[config.mk]
export PLATFORM = sky130hd
export DESIGN_NAME = hazard_scoreboard_unit
export DESIGN_NICKNAME = d
export VERILOG_FILES = /design/src/rtl/hazard_scoreboard_unit.sv
export SDC_FILE = /design/constraint.sdc
export NUM_CORES = 1
export LEC_CHECK = 0
export BUFFER_PORTS_ARGS = -buffer_cell sky130_fd_sc_hd__buf_2
export CORE_MARGIN = 2
export CORE_UTILIZATION = 54
export DETAILED_ROUTE_END_ITERATION = 10
export PLACE_DENSITY = 0.88
export SLEW_MARGIN = 40
export SYNTH_ARGS = -nofsm -noshare
export SYNTH_HDL_FRONTEND = slang
export SYNTH_SLANG_ARGS = --single-unit
[constraint.sdc]
create_clock -name clock -period 3.9 [get_ports clock]
set_input_delay 0.39 -clock clock [delete_from_list [all_inputs] [get_ports clock]]
set_output_delay 0.39 -clock clock [all_outputs]
set_load 0.05 [all_outputs]
[src/rtl/hazard_scoreboard_unit.sv]
// Hazard detection, long-latency register scoreboard, exception flush
// sequencer and saturating stall counter for the ID stage.
module hazard_scoreboard_unit #(
    parameter  int NUM_REGS     = 32,
    parameter  int NUM_SRC      = 2,
    parameter  int MAX_PENDING  = 4,
    parameter  int FLUSH_CYCLES = 2,
    parameter  int CNT_WIDTH    = 32,
    localparam int RW           = $clog2(NUM_REGS),
    localparam int PW           = $clog2(MAX_PENDING + 1)
) (
    input  logic                   clock,
    input  logic                   reset_n,
    input  logic [NUM_SRC*RW-1:0]  rs_id,
    input  logic [NUM_SRC-1:0]     rs_used_id,
    input  logic                   store_id,
    input  logic [RW-1:0]          rd_ex,
    input  logic [RW-1:0]          rd_mem,
    input  logic                   reg_we_ex,
    input  logic                   reg_we_mem,
    input  logic                   mem_rd_en_ex,
    input  logic                   mem_rd_en_mem,
    input  logic                   zicsr_ex,
    input  logic                   issue_long,
    input  logic [RW-1:0]          issue_rd,
    input  logic                   complete_long,
    input  logic [RW-1:0]          complete_rd,
    input  logic                   exception,
    output logic                   stall_if,
    output logic                   stall_id,
    output logic                   flush_id,
    output logic                   flush_ex,
    output logic [NUM_REGS-1:0]    busy_regs,
    output logic [PW-1:0]          pending_count,
    output logic                   scoreboard_full,
    output logic [CNT_WIDTH-1:0]   stall_cycles
);

    localparam int CW = (FLUSH_CYCLES > 1) ? $clog2(FLUSH_CYCLES) : 1;
    localparam logic [CW-1:0] CNT_RELOAD =
        CW'((FLUSH_CYCLES > 1) ? FLUSH_CYCLES - 2 : 0);

    typedef enum logic {IDLE, FLUSH} state_t;

    state_t               state, state_nxt;
    logic [CW-1:0]        cnt, cnt_nxt;
    logic [NUM_REGS-1:0]  busy;
    logic [NUM_REGS-1:0]  set_vec, clr_vec;
    logic [NUM_SRC-1:0]   raw;
    logic                 struct_hz, hz, flush_act;
    logic                 issue_ok, comp_ok;

    // Per-operand RAW checks; store data (operand 1) can be forwarded
    // from a load in EX, so it is exempt from the EX load-use case.
    for (genvar k = 0; k < NUM_SRC; k++) begin : g_src
        localparam bit IS_STORE_DATA = (k == 1);
        logic [RW-1:0] rs;
        logic          ex_hit, mem_hit;

        assign rs      = rs_id[k*RW +: RW];
        assign ex_hit  = rs_used_id[k] && rs == rd_ex &&
                         rd_ex != '0 && reg_we_ex;
        assign mem_hit = rs_used_id[k] && rs == rd_mem &&
                         rd_mem != '0 && reg_we_mem;
        assign raw[k]  = (ex_hit && (zicsr_ex ||
                         (mem_rd_en_ex && !(store_id && IS_STORE_DATA)))) ||
                         (mem_hit && mem_rd_en_mem) ||
                         (rs_used_id[k] && busy[rs]);
    end

    assign struct_hz = issue_long && (scoreboard_full || busy[issue_rd]);
    assign hz        = (|raw) || struct_hz;
    assign flush_act = exception || (state == FLUSH);

    always_ff @(posedge clock or negedge reset_n) begin
        if (!reset_n) begin
            state <= IDLE;
            cnt   <= '0;
        end else begin
            state <= state_nxt;
            cnt   <= cnt_nxt;
        end
    end

    // A new exception reloads the counter: flush is extended, not nested.
    always_comb begin
        state_nxt = state;
        cnt_nxt   = cnt;
        unique case (state)
            IDLE: begin
                if (exception && FLUSH_CYCLES > 1) begin
                    state_nxt = FLUSH;
                    cnt_nxt   = CNT_RELOAD;
                end
            end
            FLUSH: begin
                if (exception) begin
                    cnt_nxt = CNT_RELOAD;
                end else if (cnt == '0) begin
                    state_nxt = IDLE;
                end else begin
                    cnt_nxt = cnt - 1'b1;
                end
            end
        endcase
    end

    always_comb begin
        stall_if = 1'b0;
        stall_id = 1'b0;
        flush_id = 1'b0;
        flush_ex = 1'b0;
        if (flush_act) begin
            flush_id = 1'b1;
            flush_ex = 1'b1;
        end else if (hz) begin
            stall_if = 1'b1;
            stall_id = 1'b1;
            flush_ex = 1'b1;
        end
    end

    assign issue_ok = issue_long && issue_rd != '0 && !hz && !flush_act;
    assign comp_ok  = complete_long && busy[complete_rd];
    assign set_vec  = issue_ok ? (NUM_REGS'(1) << issue_rd) : '0;
    assign clr_vec  = comp_ok ? (NUM_REGS'(1) << complete_rd) : '0;

    always_ff @(posedge clock or negedge reset_n) begin
        if (!reset_n) begin
            busy          <= '0;
            pending_count <= '0;
        end else begin
            busy <= (busy & ~clr_vec) | set_vec;
            unique case ({issue_ok, comp_ok})
                2'b10:   pending_count <= pending_count + 1'b1;
                2'b01:   pending_count <= pending_count - 1'b1;
                default: pending_count <= pending_count;
            endcase
        end
    end

    assign busy_regs       = busy;
    assign scoreboard_full = (pending_count == PW'(MAX_PENDING));

    always_ff @(posedge clock or negedge reset_n) begin
        if (!reset_n) begin
            stall_cycles <= '0;
        end else if (stall_id && stall_cycles != '1) begin
            stall_cycles <= stall_cycles + 1'b1;
        end
    end

endmodule

### Word-level counts from Yosys, hierarchy flattened

Cells that the tools add are included.

| word-level totals | value |
|---|---|
| input port bits | 43 |
| output and inout port bits | 72 |
| register bits | 69 |
| word-level logic and storage cells | 93 |

| operators by class | value |
|---|---|
| add/sub/neg operators | 4 |
| bitwise logic cells | 4 |
| shift operators | 2 |
| equality and inequality tests | 9 |
| muxes and demuxes | 23 |
| reduce and logical (&&, ||, !) cells | 42 |
| $lt $le $gt $ge | 4 |

Operators by type and width:

| cell | number |
|---|---|
| 32-bit 2-to-1 mux | 2 |
| 1-bit by 5-bit << shifter with 32-bit output (first input constant) | 2 |
| 32-bit by 1-bit adder with 32-bit output (second input constant) | 1 |
| 32-bit AND | 1 |
| 32-bit inequality test (second input constant) | 1 |
| 32-bit inverter | 1 |
| 32-bit OR | 1 |
| 1-bit logical AND | 25 |
| 5-bit by 6-bit less-than comparator with 1-bit output (second input constant) | 4 |
| 1-bit binary-select mux with 5-bit select | 4 |
| 5-bit equality test | 4 |
| 5-bit nonzero test | 3 |
| 1-bit 2-to-1 mux | 14 |
| 1-bit logical OR | 9 |
| 3-bit case mux with 2 select lines | 1 |
| 1-bit case mux with 2 select lines | 2 |
| 3-bit by 1-bit adder with 3-bit output (second input constant) | 1 |
| 3-bit equality test (second input constant) | 1 |
| 1-bit logical NOT | 3 |
| 3-bit by 1-bit subtractor with 3-bit output (second input constant) | 1 |
| 2-bit by 1-bit equality test with 1-bit output (second input constant) | 1 |
| 2-bit equality test (second input constant) | 1 |
| 2-bit inequality test (second input constant) | 1 |
| 2-bit nonzero test | 1 |
| 3 further kinds | 3 |

### Logic depth before layout (Yosys ltp)

| depth | value |
|---|---|
| depth in word-level cells | 14 |
| depth in mapped cells | 14 |
| gate-level depth less buffers | 13 |

### Worst setup path before layout

Ideal clock, no wire load.

| timing path | value |
|---|---|
| path type | register -> register |
| start point | reg busy[3], in the netlist busy_regs[3] |
| end point | reg pending_count[2] |
| data required time | 3.756 ns |
| stages on the path, launching flop included | 14 |
| path slack | 0.011 ns |
| library setup time | 0.144 ns |
| clock period less this slack | 3.889 ns |
| buffers on the path | 0 |
| data arrival time | 3.745 ns |
| cell sequence | dfrtp_1 mux4_2 and2_1 a211oi_1 a311oi_1 o41ai_2 nand4_2 or3b_2 ha_1 inv_1 fa_1 xor2_1 nor2_1 xor2_1 |

| on the way | value |
|---|---|
| cells in the longest elaborated chain, start to end | 11 |
| elaborated cells on any way between the ends | 24 |
| classes of those cells | eq/ne: 2; mux: 9; reduce/logical: 13 |

RTL lines:

| what | RTL line | RTL |
|---|---|---|
| from (decl) | 47 | `logic [NUM_REGS-1:0] busy;` |
| from (signal assigned) | 133 | `busy <= (busy & ~clr_vec) \| set_vec;` |
| 1-bit binary-select mux with 5-bit select | 68 | `(rs_used_id[k] && busy[rs]);` |
| 1-bit 2-to-1 mux (implied by the code) | 68 |  |
| 1-bit logical AND | 68 |  |
| 1-bit logical OR | 67 | `(mem_hit && mem_rd_en_mem) \|\|` |
| 2-bit OR reduction | 72 | `assign hz = (\|raw) \|\| struct_hz;` |
| 1-bit logical OR | 72 |  |
| 1-bit logical NOT | 123 | `assign issue_ok = issue_long && issue_rd != '0 && !hz && !flush_act;` |
| 1-bit logical AND (2 in series) | 123 |  |
| 2-bit by 1-bit equality test with 1-bit output / 2-bit equality test (equally long branches) | 134 | `unique case ({issue_ok, comp_ok})` |
| 3-bit case mux with 2 select lines / 2-bit nonzero test (equally long branches) | -- |  |
| to (signal assigned) | 135 | `2'b10: pending_count <= pending_count + 1'b1;` |
| to (signal assigned) | 136 | `2'b01: pending_count <= pending_count - 1'b1;` |
| to (signal assigned) | 137 | `default: pending_count <= pending_count;` |
| to (decl) | 34 | `output logic [PW-1:0] pending_count,` |

Parallel ways exist; a longest one is shown, timed or not. The select of a mux whose other input is x is not followed.
A chain may end at the register's enable or synchronous reset.

### Worst setup path after layout

| timing path | value |
|---|---|
| start point | reg busy[1], in the netlist busy_regs[1] |
| end point | reg pending_count[2] |

Same word-level chain as after synthesis.

==> summary.md <==
| Metric | Value |
|---|---|
| GPL Wtd Cong | `around 0.96` |
| Commonest cells after routing, fill and taps aside | `113 x buf_2, 68 x dfrtp_1, 44 x xnor2_1, 40 x o21ai_0, 38 x nand3_1` |
| Clock buffer depth | `2` |
| Critical path type | `register to register` |
| Root Driver | `clkbuf_8` |
| Avg Inst Size Synth | `10.55 sq um` |
| GRT overflow | `0` |
| Final cell count without fillers | `657` |
| Final setup fails | `0` |
| Total number of vias | `between 4000 and 5000` |
| R2R Path Start | `busy_regs[1]$_DFF_PN0_` |
| CP max-delay cell | `or3b_2` |
| Hold Path Class | `primary input to async pin` |
| Mapped Area | `approximately 0.0046 sq mm` |
| Crit-path cells | `mux4_2 > and2_1 > a211oi_1 > a311oi_1 > o41ai_2 > buf_4 > nand4_2 > or3b_2 > ha_1 > inv_1 > fa_1 > xor2_1 > nor2_1 > xor2_1` |
| Clock skew | `0.01135 ns` |
| CTS Sinks | `68` |
| Chip Width | `just under 100 um` |
| Vias/cell | `~6.6` |
| Placed insts | `around 640` |
| Largest net degree at the start of global routing | `approximately 40` |
| Global-route usage over all layers | `between 20% and 30%` |
| Die Ht | `slightly below 100 um` |
| Setup Buffers After CTS | `0` |
| Number of global-route vias before repair | `about 4200` |
| Hpwl dp | `~9700 um` |
| Initial detailed-routing violation count | `~610` |
| Flop2flop setup slack | `~0.38 ns` |
| Area Growth Syn to Fin | `19.34%` |
| Post-DR wirelength/cell | `about 21 um` |
| Core Area | `~0.008 sq mm` |
| Clock latency reported for the late side of the worst-skew pair | `~0.35 ns` |
| Ant diodes | `0` |
| Post-CTS sizing | `0` |
| WP data arrival | `approximately 3.8 ns` |
| Max-Cap Viols | `0` |
| Initial Util | `between 50 and 60%` |
| PwrDens | `457.1 mW/mm^2` |
| Post-synthesis sequential area ratio | `a little under two fifths` |
| CP peak stage delay | `0.49 ns` |
| Outcome | `complete, no violations` |
| Rel. slew slack | `52.34%` |
| Leak pwr | `2.530 nW` |
| CTS tree | `built` |
| Critical Path End | `pending_count[2]$_DFFE_PN0P_` |
| Hold-fix buffers, CTS | `0` |
| Area post-placement | `0.005229 sq mm` |
| Post-Route WL | `between 10000 and 15000 um` |
| Design Area, Final | `roughly 0.0055 sq mm` |
| Mapped Cells | `436` |
| Yosys warns | `0` |
| DRT Pass-1 Iters | `6` |
| Initial antenna violation count | `0` |
| Top FF cell, synth | `dfrtp_1` |
| FMAX | `0.2845 GHz` |
| Fraction of layout cells with a size suffix above 1 | `31.34%` |
| DRC | `0` |
| Nature of the critical path endpoint | `register` |
| Reg clk slew, reported paths | `0.07 ns` |
| H-tree levels | `3` |
| TritonCTS buffer count | `9` |
| Most common cell after layout, fill and taps aside | `buf_2` |
| Cell variety after synth | `53` |
| Port buffer count | `around 110` |
| Tcrit/Tclk final | `between 90 and 100%` |
| Reg-to-reg endpoint | `pending_count[2]$_DFFE_PN0P_` |
| Maximum VDD drop | `between 0.4 and 0.5 mV` |
| Place WS | `0.1137 ns` |
| Crit path launch | `busy_regs[1]$_DFF_PN0_` |
| R2R cell count | `14` |
| Final WS setup | `a little under 0.4 ns` |
| Actual slew at the worst max-slew pin | `about 0.71 ns` |
| TNS Setup | `0 ns` |
| Global-route wire length before repair | `between 20000 and 25000 um` |
| Final core utilization | `between 60% and 70%` |
| Hold Vio Cnt, Final | `0` |
| Asr flop ratio synth | `100.0%` |
| Worst-path maximum fanout | `6` |
| Num ports | `about 120` |
| Die footprint | `a little over 0.009 sq mm` |
| Net Count, Synth | `between 400 and 500` |
| Final min period | `approximately 3.5 ns` |
| Slew Viols, Final | `0` |
| Req. time, crit path | `between 4 and 5 ns` |
| #FFs+latches synth | `68` |
| Number of enable flip-flop cells after synthesis | `0` |
| CP Launch Type | `register` |
| CP dominant cell by count | `xor2_1` |
| ANT nets after route | `0` |
| RSZ-0062 raised after global routing | `no` |
| Layout Nets | `about 590` |
| Site Rows | `33` |
## final cells by class
class / instances / area (sq um)
Clock buffer: 9 / 123.9
Clock inverter: 6 / 136.4
Fill cell: 604 / 2728
Inverter: 12 / 45.04
Multi-Input combinational cell: 334 / 2710
Sequential cell: 68 / 1702
Tap cell: 105 / 131.4
Timing Repair Buffer: 123 / 640.6
## metrics by stage
step / power (W) / hold WS, ns
after floorplan: 0.001483 / 0.09441
after global placement: 0.001704 / 0.4704
after detailed placement: 0.001731 / 0.3965
after CTS: 0.002496 / 0.02104
after global routing: 0.002591 / 0.04139
final: 0.002509 / 0.01109
## sequential cells by signal (all words and copies together) (netlist names)
register and cells:
busy_regs 32, state 1, pending_count 3, stall_cycles 32
## layer usage
layer,vias to the layer above,GRT usage [%],wire length (um)
met3,87,7.674,1548
met1,2071,37.83,5099
met2,333,46.24,6238
met4,0,15.14,629
li1,1871,-,-
met5,-,0,0
## power by group
part	leakage, nW	internal, W	switching (W)	total (W)
logic	1.49	0.000267	0.000571	0.000837
clock network	0.126	0.000488	0.000282	0.000770
registers	0.919	0.000782	0.000120	0.000902
total	2.53	0.00154	0.000973	0.00251
## worst max-delay path: cells and delay by family (launching register included)
family / cells / cell delay, ns
AO/OA/AOI/OAI: 3 / 0.68
adder cells (fa/ha/maj): 2 / 0.40
AND/OR/NAND/NOR: 4 / 0.84
multiplexers: 1 / 0.46
XOR/XNOR: 2 / 0.28
flip-flops: 1 / 0.46
buffers and inverters: 2 / 0.27
## synth_stat cells (all sizes together), types with 3 or more instances
cell,instances,area (sq um)
mux2i,11,110.1
a31oi,3,18.77
o21ai,64,320.3
inv,12,45.04
buf,12,101.3
nand4b,3,26.28
nor2b,4,25.02
mux2,5,56.30
clkbuf,10,47.54
xnor2,44,385.4
nand4,10,68.81
nor3,5,25.02
nand2,20,75.07
and3,24,150.1
a2111oi,3,26.28
and2b,3,22.52
or2,4,25.03
nand3b,5,37.54
dfrtp,68,1702
nor2,15,56.30
xor2,10,87.58
mux4,30,701.9
nor4,4,25.02
o41ai,3,41.29
nand3,39,200.2
## how the worst min path moves through the flow
| stage | startpoint | to | slack, ns | cells after the start |
|---|---|---|---|---|
| after floorplan | reset_n | busy_regs[0]$_DFF_PN0_ | 0.09 | 0 |
| after global placement | pending_count[2]$_DFFE_PN0P_ | pending_count[2]$_DFFE_PN0P_ | 0.47 | 1 |
| after detailed placement | reset_n | busy_regs[28]$_DFF_PN0_ | 0.40 | 1 |
| after CTS | reset_n | stall_cycles[16]$_DFFE_PN0P_ | 0.02 | 1 |
| after global routing | reset_n | stall_cycles[9]$_DFFE_PN0P_ | 0.04 | 1 |
| final | reset_n | busy_regs[22]$_DFF_PN0_ | 0.01 | 1 |
## cell families (layout without fill, tap and decap cells)
logic type	Yosys count	count (layout)	share of synthesized area, %
AO/OA/AOI/OAI	83	83	10.50
XOR/XNOR	54	54	10.28
adder cells (fa/ha/maj)	3	3	0.9793
buffers and inverters	34	150	4.216
flip-flops	68	68	37.00
multiplexers	46	46	18.88
AND/OR/NAND/NOR	148	148	18.14
Power figures use the tool's default switching activity.
